### config.mk
export PLATFORM = sky130hd
export DESIGN_NAME = mvt_out_serializer
export DESIGN_NICKNAME = d
export VERILOG_FILES = /design/src/rtl/mvt_out_pkg.sv /design/src/rtl/mvt_out_fifo.sv /design/src/rtl/mvt_out_serializer.sv
export SDC_FILE = /design/constraint.sdc
export NUM_CORES = 1
export LEC_CHECK = 0
export ABC_CLOCK_PERIOD_IN_PS = 4600
export BUFFER_PORTS_ARGS = -buffer_cell sky130_fd_sc_hd__buf_2
export CAP_MARGIN = 10
export CORE_AREA = 2 2 143 145
export DETAILED_ROUTE_END_ITERATION = 12
export DIE_AREA = 0 0 145 147
export GPL_TIMING_DRIVEN = 0
export PLACE_DENSITY = 0.84
export SETUP_SLACK_MARGIN = 0.15
export SLEW_MARGIN = 10
export SYNTH_ARGS = -nofsm -noshare
export SYNTH_HDL_FRONTEND = slang
export SYNTH_SLANG_ARGS = --single-unit
### constraint.sdc
create_clock -name ap_clk -period 4.6 [get_ports ap_clk]
set_clock_uncertainty 0.05 [all_clocks]
set_input_delay 0.23 -clock ap_clk [delete_from_list [all_inputs] [get_ports ap_clk]]
set_output_delay 0.23 -clock ap_clk [all_outputs]
set_load 0.01 [all_outputs]
### src/rtl/mvt_out_pkg.sv
// Shared constants and FSM state type for the mvt output serializer.
package mvt_out_pkg;

    localparam int NIB_PER_WORD = 8;

    localparam logic [3:0] TAG_X1 = 4'h1;
    localparam logic [3:0] TAG_X2 = 4'h2;
    localparam logic [3:0] TAG_CK = 4'hC;

    typedef enum logic [2:0] {
        IDLE,
        TAG,
        DATA,
        CK_TAG,
        CK_DATA
    } state_e;

endpackage

### src/rtl/mvt_out_fifo.sv
// Register-array FIFO buffering one kernel output stream; full_n and empty come from the registered count.
module mvt_out_fifo #(
    parameter int W     = 32,
    parameter int DEPTH = 4
) (
    input  logic         i_clk,
    input  logic         i_rst,
    input  logic         i_wr,
    input  logic [W-1:0] i_wr_data,
    input  logic         i_rd,
    output logic [W-1:0] o_rd_data,
    output logic         o_full_n,
    output logic         o_empty
);

    localparam int AW = $clog2(DEPTH);

    logic [W-1:0]  r_mem [DEPTH];
    logic [AW-1:0] r_wr_ptr;
    logic [AW-1:0] r_rd_ptr;
    logic [AW:0]   r_count;
    logic          w_wr_ok;
    logic          w_rd_ok;

    // A pop on a full buffer frees its slot only from the next cycle on.
    assign o_full_n  = (r_count != (AW+1)'(DEPTH));
    assign o_empty   = (r_count == '0);
    assign o_rd_data = r_mem[r_rd_ptr];
    assign w_wr_ok   = i_wr & o_full_n;
    assign w_rd_ok   = i_rd & ~o_empty;

    // NOTE: sequential state is written only with non-blocking assignments so every flop samples pre-edge values.
    always_ff @(posedge i_clk) begin
        if (i_rst) begin
            r_wr_ptr <= '0;
            r_rd_ptr <= '0;
            r_count  <= '0;
        end else begin
            if (w_wr_ok) r_wr_ptr <= r_wr_ptr + AW'(1);
            if (w_rd_ok) r_rd_ptr <= r_rd_ptr + AW'(1);
            r_count <= r_count + {{AW{1'b0}}, w_wr_ok} - {{AW{1'b0}}, w_rd_ok};
        end
    end

    // NOTE: storage is not reset; the pointers and count alone decide which entries are valid.
    always_ff @(posedge i_clk) begin
        if (w_wr_ok) r_mem[r_wr_ptr] <= i_wr_data;
    end

endmodule

### src/rtl/mvt_out_serializer.sv
// Buffers the x1/x2 kernel streams, round-robin arbitrates and emits tagged nibble frames.
// Optional trailing checksum frame per run when MVT_OUT_CKSUM_EN is defined.
module mvt_out_serializer
    import mvt_out_pkg::*;
#(
    parameter int DATA_W           = NIB_PER_WORD * 4,
    parameter int FIFO_DEPTH       = 4,
    parameter int WORDS_PER_STREAM = 40
) (
    input  logic              ap_clk,
    input  logic              ap_rst,
    input  logic [DATA_W-1:0] x1_out_din,
    input  logic              x1_out_write,
    output logic              x1_out_full_n,
    input  logic [DATA_W-1:0] x2_out_din,
    input  logic              x2_out_write,
    output logic              x2_out_full_n,
    output logic [3:0]        data_out,
    output logic              data_valid,
    output logic              probe_out
);

    localparam int NIBS  = DATA_W / 4;
    localparam int CNT_W = (NIBS > 1) ? $clog2(NIBS) : 1;

    state_e            r_state;
    state_e            w_next_state;
    logic [DATA_W-1:0] r_shift;
    logic [3:0]        r_tag;
    logic [CNT_W-1:0]  r_nib_cnt;
    logic              r_rr_x2;
    logic [3:0]        r_data_out;
    logic              r_data_valid;
    logic              r_probe;

    logic [DATA_W-1:0] w_x1_word;
    logic [DATA_W-1:0] w_x2_word;
    logic              w_x1_empty;
    logic              w_x2_empty;
    logic              w_last;
    logic              w_decide;
    logic              w_sel_x2;
    logic              w_load;
    logic              w_ck_ready;
    logic              w_start_ck;
    logic [DATA_W-1:0] w_ck_word;
    logic [3:0]        w_nib;
    logic              w_nib_valid;

    mvt_out_fifo #(.W(DATA_W), .DEPTH(FIFO_DEPTH)) u_fifo_x1 (
        .i_clk     (ap_clk),
        .i_rst     (ap_rst),
        .i_wr      (x1_out_write),
        .i_wr_data (x1_out_din),
        .i_rd      (w_load & ~w_sel_x2),
        .o_rd_data (w_x1_word),
        .o_full_n  (x1_out_full_n),
        .o_empty   (w_x1_empty)
    );

    mvt_out_fifo #(.W(DATA_W), .DEPTH(FIFO_DEPTH)) u_fifo_x2 (
        .i_clk     (ap_clk),
        .i_rst     (ap_rst),
        .i_wr      (x2_out_write),
        .i_wr_data (x2_out_din),
        .i_rd      (w_load & w_sel_x2),
        .o_rd_data (w_x2_word),
        .o_full_n  (x2_out_full_n),
        .o_empty   (w_x2_empty)
    );

    // A new frame may start from IDLE or on the last nibble of a frame, giving gap-free frames.
    assign w_last     = (r_nib_cnt == CNT_W'(NIBS - 1));
    assign w_decide   = (r_state == IDLE) || (((r_state == DATA) || (r_state == CK_DATA)) && w_last);
    assign w_sel_x2   = ~w_x2_empty & (w_x1_empty | r_rr_x2);
    assign w_load     = w_decide & ~(w_x1_empty & w_x2_empty);
    assign w_start_ck = w_decide & w_ck_ready;

`ifdef MVT_OUT_CKSUM_EN
    localparam int WC_W = $clog2(WORDS_PER_STREAM + 1);

    logic [WC_W-1:0]   r_cnt_x1;
    logic [WC_W-1:0]   r_cnt_x2;
    logic [DATA_W-1:0] r_xor_x1;
    logic [DATA_W-1:0] r_xor_x2;
    logic              w_acc_x1;
    logic              w_acc_x2;

    assign w_acc_x1   = x1_out_write & x1_out_full_n;
    assign w_acc_x2   = x2_out_write & x2_out_full_n;
    assign w_ck_ready = (r_cnt_x1 == WC_W'(WORDS_PER_STREAM)) && (r_cnt_x2 == WC_W'(WORDS_PER_STREAM))
                        && w_x1_empty && w_x2_empty;
    assign w_ck_word  = r_xor_x1 ^ r_xor_x2;

    // Starting the checksum opens the next run; a word accepted on that same edge belongs to it.
    always_ff @(posedge ap_clk) begin
        if (ap_rst) begin
            r_cnt_x1 <= '0;
            r_cnt_x2 <= '0;
            r_xor_x1 <= '0;
            r_xor_x2 <= '0;
        end else if (w_start_ck) begin
            r_cnt_x1 <= WC_W'(w_acc_x1);
            r_cnt_x2 <= WC_W'(w_acc_x2);
            r_xor_x1 <= w_acc_x1 ? x1_out_din : '0;
            r_xor_x2 <= w_acc_x2 ? x2_out_din : '0;
        end else begin
            if (w_acc_x1 && (r_cnt_x1 != WC_W'(WORDS_PER_STREAM))) r_cnt_x1 <= r_cnt_x1 + 1'b1;
            if (w_acc_x2 && (r_cnt_x2 != WC_W'(WORDS_PER_STREAM))) r_cnt_x2 <= r_cnt_x2 + 1'b1;
            if (w_acc_x1) r_xor_x1 <= r_xor_x1 ^ x1_out_din;
            if (w_acc_x2) r_xor_x2 <= r_xor_x2 ^ x2_out_din;
        end
    end
`else
    assign w_ck_ready = 1'b0;
    assign w_ck_word  = '0;
`endif

    // NOTE: every output of this block gets a default first, so no path can infer a latch.
    always_comb begin
        w_next_state = r_state;
        w_nib        = 4'h0;
        w_nib_valid  = 1'b0;
        case (r_state)
            IDLE: begin
                if (w_start_ck)  w_next_state = CK_TAG;
                else if (w_load) w_next_state = TAG;
            end
            TAG, CK_TAG: begin
                w_nib        = r_tag;
                w_nib_valid  = 1'b1;
                w_next_state = (r_state == TAG) ? DATA : CK_DATA;
            end
            DATA, CK_DATA: begin
                w_nib       = r_shift[DATA_W-1 -: 4];
                w_nib_valid = 1'b1;
                if (w_last) begin
                    if (w_start_ck)  w_next_state = CK_TAG;
                    else if (w_load) w_next_state = TAG;
                    else             w_next_state = IDLE;
                end
            end
            default: w_next_state = IDLE;
        endcase
    end

    always_ff @(posedge ap_clk) begin
        if (ap_rst) begin
            r_state      <= IDLE;
            r_shift      <= '0;
            r_tag        <= 4'h0;
            r_nib_cnt    <= '0;
            r_rr_x2      <= 1'b0;
            r_data_out   <= 4'h0;
            r_data_valid <= 1'b0;
            r_probe      <= 1'b0;
        end else begin
            r_state      <= w_next_state;
            r_data_out   <= w_nib;
            r_data_valid <= w_nib_valid;
            r_probe      <= r_probe | (x1_out_write & ~x1_out_full_n) | (x2_out_write & ~x2_out_full_n);
            if (w_load) begin
                r_shift   <= w_sel_x2 ? w_x2_word : w_x1_word;
                r_tag     <= w_sel_x2 ? TAG_X2 : TAG_X1;
                r_rr_x2   <= ~w_sel_x2;
                r_nib_cnt <= '0;
            end else if (w_start_ck) begin
                r_shift   <= w_ck_word;
                r_tag     <= TAG_CK;
                r_nib_cnt <= '0;
            end else if ((r_state == DATA) || (r_state == CK_DATA)) begin
                r_shift   <= r_shift << 4;
                r_nib_cnt <= w_last ? '0 : r_nib_cnt + 1'b1;
            end
        end
    end

    assign data_out   = r_data_out;
    assign data_valid = r_data_valid;
    assign probe_out  = r_probe;

endmodule

==> impl_metrics.env <==
export IMPL_hold_viol_final=0
export IMPL_finalSetupViolCount=0
export IMPL_place_area_um2=13400
export IMPL_synth_seq_area_share_pct=70.7
export IMPL_track_usage_pct=26.9
export IMPL_clock_sinks=320
export IMPL_netlist_instances=720
export IMPL_p_clk_share_pct=27.4
export IMPL_yosysMostFrequentCell="edfxtp_1"
export IMPL_place_gp_congestion=0.879
export IMPL_route_met3_wl_um=1920
export IMPL_power_frac_seq_pct=41.1
export IMPL_slowest_stage="fa_1"
export IMPL_worstPathCellList="ha_1, ha_1, nand2b_1, a21o_1, buf_4, buf_2, nand2_1, inv_1, ha_1, inv_1, ha_1, fa_1, nor2b_1"
export IMPL_worstSetupEndpointType="register"
export IMPL_cp_arrival_ns=3.42
export IMPL_slew_headroom_pct=38.1
export IMPL_grt_overflow_total=0
export IMPL_report_final_slew_viol_count=0
export IMPL_cts_root_buf="clkbuf_16"
export IMPL_grt_pass1_vias=7929
export IMPL_worst_path_max_fanout=10
export IMPL_combPwrFrac_pct=31.5
export IMPL_yosys_warnings=0
export IMPL_core_area_um2=19800
export IMPL_fmax_mhz=327
export IMPL_die_x_um=145
export IMPL_reg2regPathDepth=13
export IMPL_min_path_cells=4
export IMPL_avgSynthCellArea_um2=17.6
export IMPL_insertedDiodeCount=0
export IMPL_cts_tree="built"
export IMPL_wl_per_cell_um=23.6
export IMPL_cts_made_buffers=31
export IMPL_hpwl_um=17100
export IMPL_final_nets=979
export IMPL_fin_crit_sh_pct=66.5
export IMPL_post_route_util_pct=76.3
export IMPL_finalInstanceArea_um2=15100
export IMPL_clkLatencyLatePin_ns=0.55
export IMPL_period_minus_slack_ns=3.06
export IMPL_critPathMostFrequentCell="ha_1"
export IMPL_ys_flop_type="edfxtp_1"
export IMPL_m1WireLength_um=9940
export IMPL_synthTopCellsByArea="edfxtp_1, mux4_2, dfxtp_1"
export IMPL_r2r_setup_slack_ns=1.54
export IMPL_timing_rr_start="r_nib_cnt[0]"
export IMPL_p_int_w=0.00631
export IMPL_rows=52
export IMPL_synth_top_cell_area_share_pct=60.6
export IMPL_synthTopCellsByCount="edfxtp_1, dfxtp_1, mux4_2"
export IMPL_swShare_pct=31.6
export IMPL_worstMarginPinSlew_ns=0.928
export IMPL_synth_area_um2=12700
export IMPL_wl_met2_um=14500
export IMPL_synth_top_area_cell="edfxtp_1"
export IMPL_vias=7523
export IMPL_port_buffers=74
export IMPL_drt_first_pass_iters=6
export IMPL_ir_worst_vdd_mv=0.374
export IMPL_leakage_nw=5.30
export IMPL_cts_clk_slew_worst_paths_ns=0.06
export IMPL_drtIter0Drc=823
export IMPL_maxCapViolCount=0
export IMPL_routed_via_density=6.33
export IMPL_ant_nets=0
export IMPL_wl_um=28000
export IMPL_ys_ff_latch=320
export IMPL_slowest_delay_ns=0.47
export IMPL_min_path_type="primary input to register"
export IMPL_worstHoldStart="x2_out_write"
export IMPL_cts_setup_buffers=0
export IMPL_grt_pass1_wl_um=43800
export IMPL_die_area_um2=21300
export IMPL_area_delta_synth_final_pct=19.3
export IMPL_drcViolationCount=0
export IMPL_power_density_nw_per_um2=609
export IMPL_ios=76
export IMPL_start_util_pct=63.9
export IMPL_whs_endpoint="u_fifo_x2.r_wr_ptr[0]"
export IMPL_grt_max_degree=33
export IMPL_ys_types=52
export IMPL_required_ns=4.97
export IMPL_htreeDepth=1
export IMPL_clockBufferDepth=3
export IMPL_synth_fp_nets=804
export IMPL_antenna_found_initial=0
export IMPL_run_status="completed"
export IMPL_critPathKind="register to register"
export IMPL_rsz0062_at_grt="no"
export IMPL_drive_above_1_share_pct=27.2
export IMPL_rr_endpoint="u_fifo_x2.r_count[1]"
export IMPL_worstSetupStartpointType="register"
export IMPL_synth_edf_count=256
export IMPL_switchingPower_w=0.00291
export IMPL_die_y_um=147
export IMPL_top_layer="met4"
export IMPL_setup_tns_ns=0
export IMPL_synthArstFlopShare_pct=0
cell usage in the layout, fill, tap and decap left out, types with 21 or more instances in the layout:
master         netlist  routed
a311oi_1            28      28
and3_1              27      27
buf_2               15      89
clkbuf_1            14      21
clkbuf_16            0      31
dfxtp_1             64      64
dlygate4sd3_1        0      66
edfxtp_1           256     256
mux4_2              64      64
nand2_1             59      59
per-layer routing:
metal  vias to the layer above  track usage (%)
li1                       3228                -
met1                      3748             33.1
met2                       425             47.3
met3                       122             3.66
met4                         0             13.8
met5                         -                0
sequential cells by signal, summed over array words and instances (netlist names), named ones only:
register and flops:
u_fifo_x1.r_wr_ptr 2, u_fifo_x1.r_rd_ptr 2, u_fifo_x2.r_count 3, r_shift 32
u_fifo_x1.r_count 3, u_fifo_x1.r_mem 128, r_nib_cnt 3, u_fifo_x2.r_rd_ptr 2
r_state 3, r_tag 2, u_fifo_x2.r_wr_ptr 2, data_valid 1
u_fifo_x2.r_mem 128, probe_out 1, data_out 4
worst max-delay path by stage:
stage	cells past startpoint	endpoint	slack, ns	start
floorplan	14	u_fifo_x2.r_count[2]	1.89	r_nib_cnt[0]
global placement	14	u_fifo_x2.r_count[2]	1.70	r_nib_cnt[0]
detailed placement	13	u_fifo_x2.r_count[1]	1.62	r_nib_cnt[0]
CTS	13	u_fifo_x2.r_count[1]	1.57	r_nib_cnt[0]
global route	13	u_fifo_x2.r_count[1]	1.42	r_nib_cnt[0]
finish	13	u_fifo_x2.r_count[1]	1.54	r_nib_cnt[0]
final cells by class:
| cell class | count | area (um^2) |
|---|---|---|
| flip-flops and latches | 320 | 8970 |
| fillers | 1071 | 4710 |
| multi-input cells | 332 | 3370 |
| repair buffers | 142 | 1070 |
| clock buffers | 43 | 871 |
| well taps | 270 | 338 |
| plain buffers | 50 | 293 |
| clock inverters | 14 | 154 |
| inverters | 18 | 67.6 |
power by group through the flow:
| stage | logic (W) | registers [W] | clock network (W) |
|---|---|---|---|
| after floorplan | 0.00205 | 0.00376 | 0 |
| after global placement | 0.00259 | 0.00379 | 0 |
| after detailed placement | 0.00276 | 0.00382 | 0 |
| after CTS | 0.00285 | 0.00377 | 0.00256 |
| after global routing | 0.00310 | 0.00381 | 0.00267 |
| final | 0.00290 | 0.00379 | 0.00253 |
metrics by stage:
stage / hold slack (ns) / total power [W] / setup slack [ns] / cells
floorplan: 0.279 / 0.00580 / 1.89 / 720
global placement: 0.388 / 0.00638 / 1.70 / 1064
detailed placement: 0.396 / 0.00658 / 1.62 / 1066
CTS: 0.174 / 0.00918 / 1.57 / 1189
global route: 0.195 / 0.00958 / 1.42 / 1189
finish: 0.187 / 0.00922 / 1.54 / 1189
critical path: cells and delay by family (launching register included):
family | cells | cell delay, ns
simple gates | 3 | 0.48
flops | 1 | 0.33
buf+inv | 4 | 0.52
compound gates | 1 | 0.16
fa+ha+maj | 5 | 1.38
cells by family after synthesis:
kind of cell	share of synthesized area (%)
compound gates	6.86
simple gates	5.69
buf+inv	2.84
flops	70.7
fa+ha+maj	1.70
mux	11.7
xor+xnor	0.552
timing repair:
| action | in CTS | in global routing |
|---|---|---|
| hold buffers | 66 | 0 |
| endpoints found under the hold margin | 257 | 0 |
| setup endpoints to repair | 0 | 0 |
| gates resized for setup | 0 | 0 |
No activity file was read; power rests on OpenSTA's default activity.
